**config.mk**
```make
export PLATFORM = sky130hd
export DESIGN_NAME = fetch_unit
export DESIGN_NICKNAME = d
export VERILOG_FILES = /design/src/rtl/cpu_pkg.sv /design/src/rtl/fetch_skid_buf.sv /design/src/rtl/fetch_unit.sv
export SDC_FILE = /design/constraint.sdc
export NUM_CORES = 1
export LEC_CHECK = 0
export BUFFER_PORTS_ARGS = -buffer_cell sky130_fd_sc_hd__buf_4
export CORE_UTILIZATION = 49
export CTS_CLUSTER_SIZE = 16
export DETAILED_ROUTE_END_ITERATION = 7
export PLACE_DENSITY = 0.78
export SYNTH_ARGS = -nofsm -noshare
export SYNTH_HDL_FRONTEND = slang
export SYNTH_SLANG_ARGS = --single-unit
```
**constraint.sdc**
```tcl
create_clock -name clk -period 5.35 [get_ports clk]
set_input_delay 1.07 -clock clk [delete_from_list [all_inputs] [get_ports clk]]
set_output_delay 1.07 -clock clk [all_outputs]
set_load 0.1 [all_outputs]
```
**src/rtl/cpu_pkg.sv**
```systemverilog
// Shared fetch-stage definitions: FSM state encoding, reset PC default, PC step.
package cpu_pkg;

  typedef enum logic [1:0] {
    FS_BOOT  = 2'd0,
    FS_FETCH = 2'd1,
    FS_HOLD  = 2'd2
  } fetch_state_e;

  localparam logic [31:0] CPU_RESET_PC = 32'h0000_0000;
  localparam logic [31:0] PC_INCR      = 32'd4;

  // Instructions are word aligned; the low two address bits are always dropped.
  function automatic logic [31:0] align_pc(input logic [31:0] addr);
    return addr & ~32'h0000_0003;
  endfunction

endpackage

```
**src/rtl/fetch_skid_buf.sv**
```systemverilog
// One-entry buffer parking a completed fetch (instruction + PC+4) while the pipe is stalled.
module fetch_skid_buf
  import cpu_pkg::*;
(
  input  logic        clk,
  input  logic        rst,
  input  logic        load,
  input  logic        clr,
  input  logic [31:0] instr_d,
  input  logic [31:0] pc4_d,
  output logic        valid,
  output logic [31:0] instr,
  output logic [31:0] pc4
);

  // load wins over clr; the fetch FSM never asserts both in one cycle.
  always_ff @(posedge clk or posedge rst) begin
    if (rst) begin
      valid <= 1'b0;
      instr <= '0;
      pc4   <= '0;
    end else if (load) begin
      valid <= 1'b1;
      instr <= instr_d;
      pc4   <= pc4_d;
    end else if (clr) begin
      valid <= 1'b0;
    end
  end

endmodule

```
**src/rtl/fetch_unit.sv**
```systemverilog
// Instruction fetch stage: PC, imem request, IF/ID register and stall skid buffer.
// Optional branch delay slot behaviour is enabled by defining FETCH_DELAY_SLOT_EN.
module fetch_unit
  import cpu_pkg::*;
#(
  parameter logic [31:0] RESET_PC = CPU_RESET_PC
) (
  input  logic        clk,
  input  logic        rst,
  input  logic        stall_i,
  input  logic        redirect_i,
  input  logic [31:0] redirect_pc_i,
  output logic        imem_req_o,
  output logic [31:0] imem_addr_o,
  input  logic        imem_ready_i,
  input  logic [31:0] imem_rdata_i,
  output logic [31:0] ifid_instr_o,
  output logic [31:0] ifid_pc_plus4_o,
  output logic        ifid_valid_o,
  output logic [1:0]  dbg_state_o
);

  localparam logic [1:0] ST_BOOT  = FS_BOOT;
  localparam logic [1:0] ST_FETCH = FS_FETCH;
  localparam logic [1:0] ST_HOLD  = FS_HOLD;

  // Handshake: a fetch completes on any rising edge where imem_req_o and
  // imem_ready_i are both high; imem_addr_o is the PC and is only changed by
  // that completion or by a redirect.

  logic [1:0]  state, state_nxt;
  logic [31:0] pc, pc_nxt, pc_plus4, next_seq;
  logic        fetch_done;
  logic        ifid_load, ifid_bubble;
  logic [31:0] ifid_instr_nxt, ifid_pc4_nxt;
  logic        skid_load, skid_clr, skid_valid;
  logic [31:0] skid_instr, skid_pc4;

  assign pc_plus4    = pc + PC_INCR;
  assign fetch_done  = (state == ST_FETCH) && imem_ready_i;
  assign imem_req_o  = (state == ST_FETCH);
  assign imem_addr_o = pc;
  assign dbg_state_o = state;

`ifdef FETCH_DELAY_SLOT_EN
  logic        pend_valid;
  logic [31:0] pend_pc;

  // A redirect seen in the same cycle as a transfer takes effect immediately.
  always_comb begin
    next_seq = pc_plus4;
    if (redirect_i)      next_seq = align_pc(redirect_pc_i);
    else if (pend_valid) next_seq = pend_pc;
  end

  always_ff @(posedge clk or posedge rst) begin
    if (rst) begin
      pend_valid <= 1'b0;
      pend_pc    <= '0;
    end else if (ifid_load) begin
      pend_valid <= 1'b0;
    end else if (redirect_i) begin
      pend_valid <= 1'b1;
      pend_pc    <= align_pc(redirect_pc_i);
    end
  end
`else
  assign next_seq = pc_plus4;
`endif

  always_comb begin
    state_nxt      = state;
    pc_nxt         = pc;
    ifid_load      = 1'b0;
    ifid_bubble    = 1'b0;
    ifid_instr_nxt = imem_rdata_i;
    ifid_pc4_nxt   = pc_plus4;
    skid_load      = 1'b0;
    skid_clr       = 1'b0;
    case (state)
      ST_BOOT: begin
        state_nxt = ST_FETCH;
        if (!stall_i) ifid_bubble = 1'b1;
      end
      ST_FETCH: begin
        if (fetch_done && !stall_i) begin
          ifid_load = 1'b1;
          pc_nxt    = next_seq;
        end else if (fetch_done) begin
          skid_load = 1'b1;
          state_nxt = ST_HOLD;
        end else if (!stall_i) begin
          ifid_bubble = 1'b1;
        end
      end
      ST_HOLD: begin
        if (!stall_i && skid_valid) begin
          ifid_load      = 1'b1;
          ifid_instr_nxt = skid_instr;
          ifid_pc4_nxt   = skid_pc4;
          pc_nxt         = next_seq;
          skid_clr       = 1'b1;
          state_nxt      = ST_FETCH;
        end
      end
      default: state_nxt = ST_BOOT;
    endcase
`ifndef FETCH_DELAY_SLOT_EN
    // Redirect squashes whatever is completing or parked and refetches at once.
    if (redirect_i) begin
      ifid_load   = 1'b0;
      ifid_bubble = 1'b1;
      skid_load   = 1'b0;
      skid_clr    = 1'b1;
      pc_nxt      = align_pc(redirect_pc_i);
      state_nxt   = ST_FETCH;
    end
`endif
  end

  always_ff @(posedge clk or posedge rst) begin
    if (rst) begin
      state           <= ST_BOOT;
      pc              <= RESET_PC;
      ifid_valid_o    <= 1'b0;
      ifid_instr_o    <= '0;
      ifid_pc_plus4_o <= '0;
    end else begin
      state <= state_nxt;
      pc    <= pc_nxt;
      if (ifid_load) begin
        ifid_valid_o    <= 1'b1;
        ifid_instr_o    <= ifid_instr_nxt;
        ifid_pc_plus4_o <= ifid_pc4_nxt;
      end else if (ifid_bubble) begin
        ifid_valid_o <= 1'b0;
      end
    end
  end

  fetch_skid_buf u_skid (
    .clk     (clk),
    .rst     (rst),
    .load    (skid_load),
    .clr     (skid_clr),
    .instr_d (imem_rdata_i),
    .pc4_d   (pc_plus4),
    .valid   (skid_valid),
    .instr   (skid_instr),
    .pc4     (skid_pc4)
  );

endmodule
```
# [Yosys cells after proc, flatten, opt, wreduce, memory -nomap -nowiden]
# Index checks and enable logic that the tools add are counted.
# Widths: inputs -> output; s select.
[totals] mem_bits_rw=0 mem_count=0 out_inout_bits=100 wordCells=57 input_bits=69 register_bits=164 latch_bits=0 romBits=0
[classes] n_div=0 n_bitwise=0 n_shift=0 mux=32 n_mul=0 add_sub_neg=1 n_reduce_logical=10 magnitude_cmp=0 n_eq_ne=6
[op_table] operator="$mux 32" n=7
[op_table] operator="$pmux 32 s2" n=1
[op_table] operator="$add 32x3->32 const B" n=1
[op_table] operator="$mux 1" n=17
[op_table] operator="$mux 2" n=4
[op_table] operator="$ne 3x2->1 const B" n=2
[op_table] operator="$ne 3x3->1 const B" n=2
[op_table] operator="$pmux 2 s3" n=1
[op_table] operator="$reduce_and 3->1" n=2
[op_table] operator="$pmux 1 s2" n=2
[op_table] operator="$reduce_bool 2->1" n=2
[op_table] operator="$logic_and 1x1->1" n=3
[op_table] operator="$reduce_bool 3->1" n=1
[op_table] operator="$eq 2x1->1 const B" n=1
[op_table] operator="$eq 2x2->1 const B" n=1
[op_table] operator="$logic_not 2->1" n=1
[op_table] operator="$logic_not 1->1" n=1

# [Depth between registers and ports, before layout]
[depth] word_depth=8 ltp_mapped=9 ltp_nobuf=7

# [By module]
# A second synthesis with hierarchy kept.
[unflattened] hier_cells=749 area_unflattened_um2=8000.2
[by_module_without_submodules] mod="fetch_unit" area_per_inst_um2=5381.4 n_inst=1 seq_area_each_um2=2427.3 cells_each=610
[by_module_without_submodules] mod="fetch_skid_buf" area_per_inst_um2=2618.8 n_inst=1 seq_area_each_um2=1626.6 cells_each=139

# [Least setup slack after synthesis]
# OpenSTA, ideal clock, no wires.
[synth_timing] path_kind="register to register" startpoint="reg state[0], in the netlist dbg_state_o[0]" endpoint="reg pc[18], in the netlist imem_addr_o[18]" synth_period_minus_slack_ps=3249 t_arrival_ps=3166 required_time_ps=5267 setup_time_ps=83 path_buffers=1 stages_incl_launch_ff=8 slack_ps=2101 path_cell_list="dfrtp_1 -> ha_1 -> mux2i_1 -> a221oi_1 -> clkbuf_1 -> nand4_1 -> xor2_1 -> o21ai_0"
[synth_via] elab_chain_len=5 word_cells_on_any_way=10 classes_between="eq/ne (4); mux (2); reduce/logical (4)"
[synth_rtl] element="start, declared" line="fetch_unit.sv:31" source="logic [1:0] state, state_nxt;"
[synth_rtl] element="start signal, assigned" line="fetch_unit.sv:129" source="state <= state_nxt;"
[synth_rtl] element="$eq 2x1->1 *"
[synth_rtl] element="net imem_req_o" line="fetch_unit.sv:13" source="output logic imem_req_o,"
[synth_rtl] element="$logic_and 1x1->1" line="fetch_unit.sv:40" source="assign fetch_done = (state == ST_FETCH) && imem_ready_i;"
[synth_rtl] element="$logic_and 1x1->1" line="fetch_unit.sv:86" source="if (fetch_done && !stall_i) begin"
[synth_rtl] element="$ne 3x2->1 (no source line)"
[synth_rtl] element="$reduce_and 3->1 (no source line)"
[synth_rtl] element="end signal, assigned" line="fetch_unit.sv:130" source="pc <= pc_nxt;"
[synth_rtl] element="end, declared" line="fetch_unit.sv:32" source="logic [31:0] pc, pc_nxt, pc_plus4, next_seq;"
# Mark *: on every way through the listed nets, which the timed path passes. The rest lies on a longest branch.
# A chain may end at the register's enable or synchronous reset.

# [Final worst setup path]
[layout_timing] startpoint="in redirect_i" endpoint="reg ifid_pc_plus4_o[27]"
[layout_via] elab_chain_len=1
[layout_rtl] element="start, declared" line="fetch_unit.sv:11" source="input logic redirect_i,"
[layout_rtl] element="$mux 1" line="fetch_unit.sv:110" source="if (redirect_i) begin"
[layout_rtl] element="end signal, assigned" line="fetch_unit.sv:134" source="ifid_pc_plus4_o <= ifid_pc4_nxt;"
[layout_rtl] element="end, declared" line="fetch_unit.sv:18" source="output logic [31:0] ifid_pc_plus4_o,"
# Every way passes these cells.

==> flow_metrics.py <==
metrics = {
    "logic_synthesis": {
        "synth_top_area_share_pct": 51.9,
        "synth_area_leaders": "dfrtp_1 (52%), nand2_1 (7.2%), o21ai_0 (5.1%)",
        "syn_inst": 805,
        "synth_top_cell_by_area": "dfrtp_1",
        "synth_seq_cells": 158,
        "synthArstFlopShare_pct": 100,
        "synth-main-ff-cell": "dfrtp_1",
        "netlist_area_um2": 7620,
        "yosysSeqAreaShare_pct": 51.9,
        "netlist-cell-type-count": 38,
        "postSynthAreaPerCell_um2": 9.47,
        "synth_edf_count": 0,
        "yosys_warnings": 0,
    },
    "worst_setup_path": {
        "ff2ff_path_depth": 5,
        "max_stage_delay_ps": 620,
        "crit_buf_inv": 2,
        "critPathMostFrequentCell": "buf_4",
        "r2r_start": "imem_addr_o[2]",
        "startpoint_type": "primary input",
        "cp-startpoint": "redirect_i",
        "crit_required_ps": 5700,
        "cp.arrival_ps": 3140,
        "cp_num_cells": 7,
        "end_kind": "flip-flop",
        "crit_type": "in -> reg",
        "crit_path_top_delay_cell": "buf_4",
        "cp_max_fo": 67,
        "cp_cell_sequence": "buf_4, nor2_1, and3_2, buf_4, and3_1, a21oi_1, nand3_1",
        "crit_family": "simple AND/OR/NAND/NOR gates",
    },
    "layout": {
        "nFillCells": 1289,
        "mostFrequentLayoutCells": "buf_4 (170), dfrtp_1 (158), nand2_1 (146)",
        "drive_above_1_share_pct": 25.2,
        "syn_to_final_growth_pct": 24.0,
        "final_core_util_pct": 62.2,
        "seqCellArea_um2": 3950,
        "layout_commonest_cell": "buf_4",
        "nNetsFinal": 1006,
        "n_antenna_cell": 0,
        "multi_input_area_um2": 3410,
    },
    "clock_tree": {
        "cts_tree": "built",
        "root_buffer": "clkbuf_16",
        "cts_resized": 0,
        "insertion_delay_ps": 420,
        "holdBufCountCts": 0,
        "path_clk_slew_ps": 60,
        "htreeDepth": 4,
        "clock-sinks": 158,
        "clock_path_buffers": 2,
        "cts-buffers-inserted": 17,
        "post-cts-setup-buffers": 0,
    },
    "pwr": {
        "p_per_area_nw_per_um2": 661,
        "p_leak_uw": 0.00435,
        "max-vdd-ir-drop_mv": 0.368,
    },
    "timing": {
        "timing.fmax_ghz": 0.359,
        "rsz0062_at_grt": "no",
        "final-max-slew-violation-count": 0,
        "fin_skew_ps": 6.35,
        "finalHoldViolations": 0,
        "finalSetupViolations": 0,
        "timing.hold.ws_ps": 473,
        "maxSlewHeadroom_pct": 23.7,
        "period_share_pct": 52.1,
        "period_minus_slack_ps": 2790,
        "worstMarginPinSlew_ps": 1140,
        "setup_tns_ps": 0,
    },
    "floorplanning": {
        "die_h_um": 127,
        "initial_core_util_pct": 50.1,
        "die_area_um2": 16100,
        "rows": 45,
        "die_w_um": 127,
        "ioPinCount": 169,
        "core_um2": 15200,
    },
    "routing": {
        "route.detailed.drc": 0,
        "via_count": 6231,
        "drt_pass1_iterations": 5,
        "routedWlPerCell_um": 15.8,
        "antenna_left": 0,
        "wl_um": 17900,
        "drt_iter0_markers": 468,
        "vias_per_cell": 5.51,
    },
    "place": {
        "port_buffers": 162,
        "place_congestion": 0.798,
        "dp_hpwl_um": 11700,
    },
    "min_path": {
        "min_delay_path_depth": 2,
        "worstHoldStart": "u_skid.pc4[31]",
        "min_path_type": "reg -> reg",
    },
    "global_routing": {
        "grt_pass1_vias": 5651,
        "overflow": 0,
        "antenna_found_initial": 0,
        "grt_max_degree": 93,
        "grt_usage_pct": 23.4,
        "grt_pass1_wl_um": 29400,
    },
    "flow_run": {
        "cap_violations": 0,
    },
    "run_status": {
        "status": "complete, no violations",
    },
}
==> synth_stat cells, types with 7 or more instances <==
| library cell | n |
|---|---|
| nand2_1 | 146 |
| nand4_1 | 31 |
| mux2_2 | 33 |
| inv_1 | 7 |
| o21ai_0 | 78 |
| nor2_1 | 49 |
| dfrtp_1 | 158 |
| or4_1 | 7 |
| nand3_1 | 35 |
| xor2_1 | 43 |
| a21o_1 | 8 |
| a31oi_1 | 34 |
| xnor2_1 | 14 |
| clkbuf_1 | 52 |
| a21oi_1 | 26 |
| and3_1 | 20 |
==> power breakdown <==
group          switching (µW)  internal (µW)  total (µW)
combinational            2440            703        3140
clock                     456            672        1130
sequential                298           1680        1970
total                    3200           3050        6250
==> registers in the layout, indices dropped and copies added, names as in the netlist <==
signal and count:
dbg_state_o 2, ifid_instr_o 32, ifid_pc_plus4_o 30, ifid_valid_o 1, imem_addr_o 30, u_skid.instr 32, u_skid.pc4 30, u_skid.valid 1
==> logic make-up (layout without fill, tap and decap cells) <==
kind of cell / after synthesis / count (layout) / share of synthesized area [%]
AOI/OAI and AO/OA: 151 / 151 / 10.9
DFF: 158 / 158 / 51.9
xor gates and xnor gates: 57 / 57 / 6.55
adders and majority gates: 6 / 6 / 0.985
buffers and inverters: 73 / 208 / 3.99
muxes: 37 / 37 / 5.40
other: 1 / 4 / 0.0492
and+or+nand+nor: 322 / 322 / 20.2
==> per-layer routing <==
| layer | vias to the layer above | GRT usage, % | wire (µm) |
|---|---|---|---|
| met1 | 2955 | 34.0 | 8530 |
| met3 | 20 | 4.47 | 982 |
| li1 | 3030 | - | - |
| met4 | 0 | 8.19 | 325 |
| met2 | 226 | 35.1 | 8050 |
| met5 | - | 0 | 0 |
==> path summary, 6_finish.rpt <==
check,slack (ps),to
setup reg to reg,2590,ifid_pc_plus4_o[21]
setup / recovery,2560,ifid_pc_plus4_o[27]
max in group asynchronous,3550,u_skid.pc4[24]
hold / removal,470,u_skid.pc4[31]
hold reg to reg,470,u_skid.pc4[31]
min in group asynchronous,800,u_skid.instr[0]
==> worst register-to-register path, delay by kind of cell (launching register included) <==
kind / cells / cell delay [ps]
simple gates: 5 / 2190
flops: 1 / 510
==> per-stage QoR <==
stage          worst slack, ps  std cells  cell area, µm²  power [µW]
2_1_floorplan             16.8        808            7630        4440
3_3_place_gp              2160       1100            8910        5090
3_5_place_dp              2140       1100            8910        5140
4_1_cts                   2580       1131            9450        6280
5_1_grt                   2360       1131            9450        6530
6_report                  2560       1131            9450        6250
==> layout make-up <==
cell class                      instances  area share [%]
Sequential cell                       158            41.8
Multi-Input combinational cell        577            36.1
Timing Repair Buffer                  170            13.5
Clock buffer                           25            5.14
Tap cell                              188            2.49
Clock inverter                          6           0.635
Inverter                                7           0.331
Note: power is estimated with default switching activity, not from simulation.
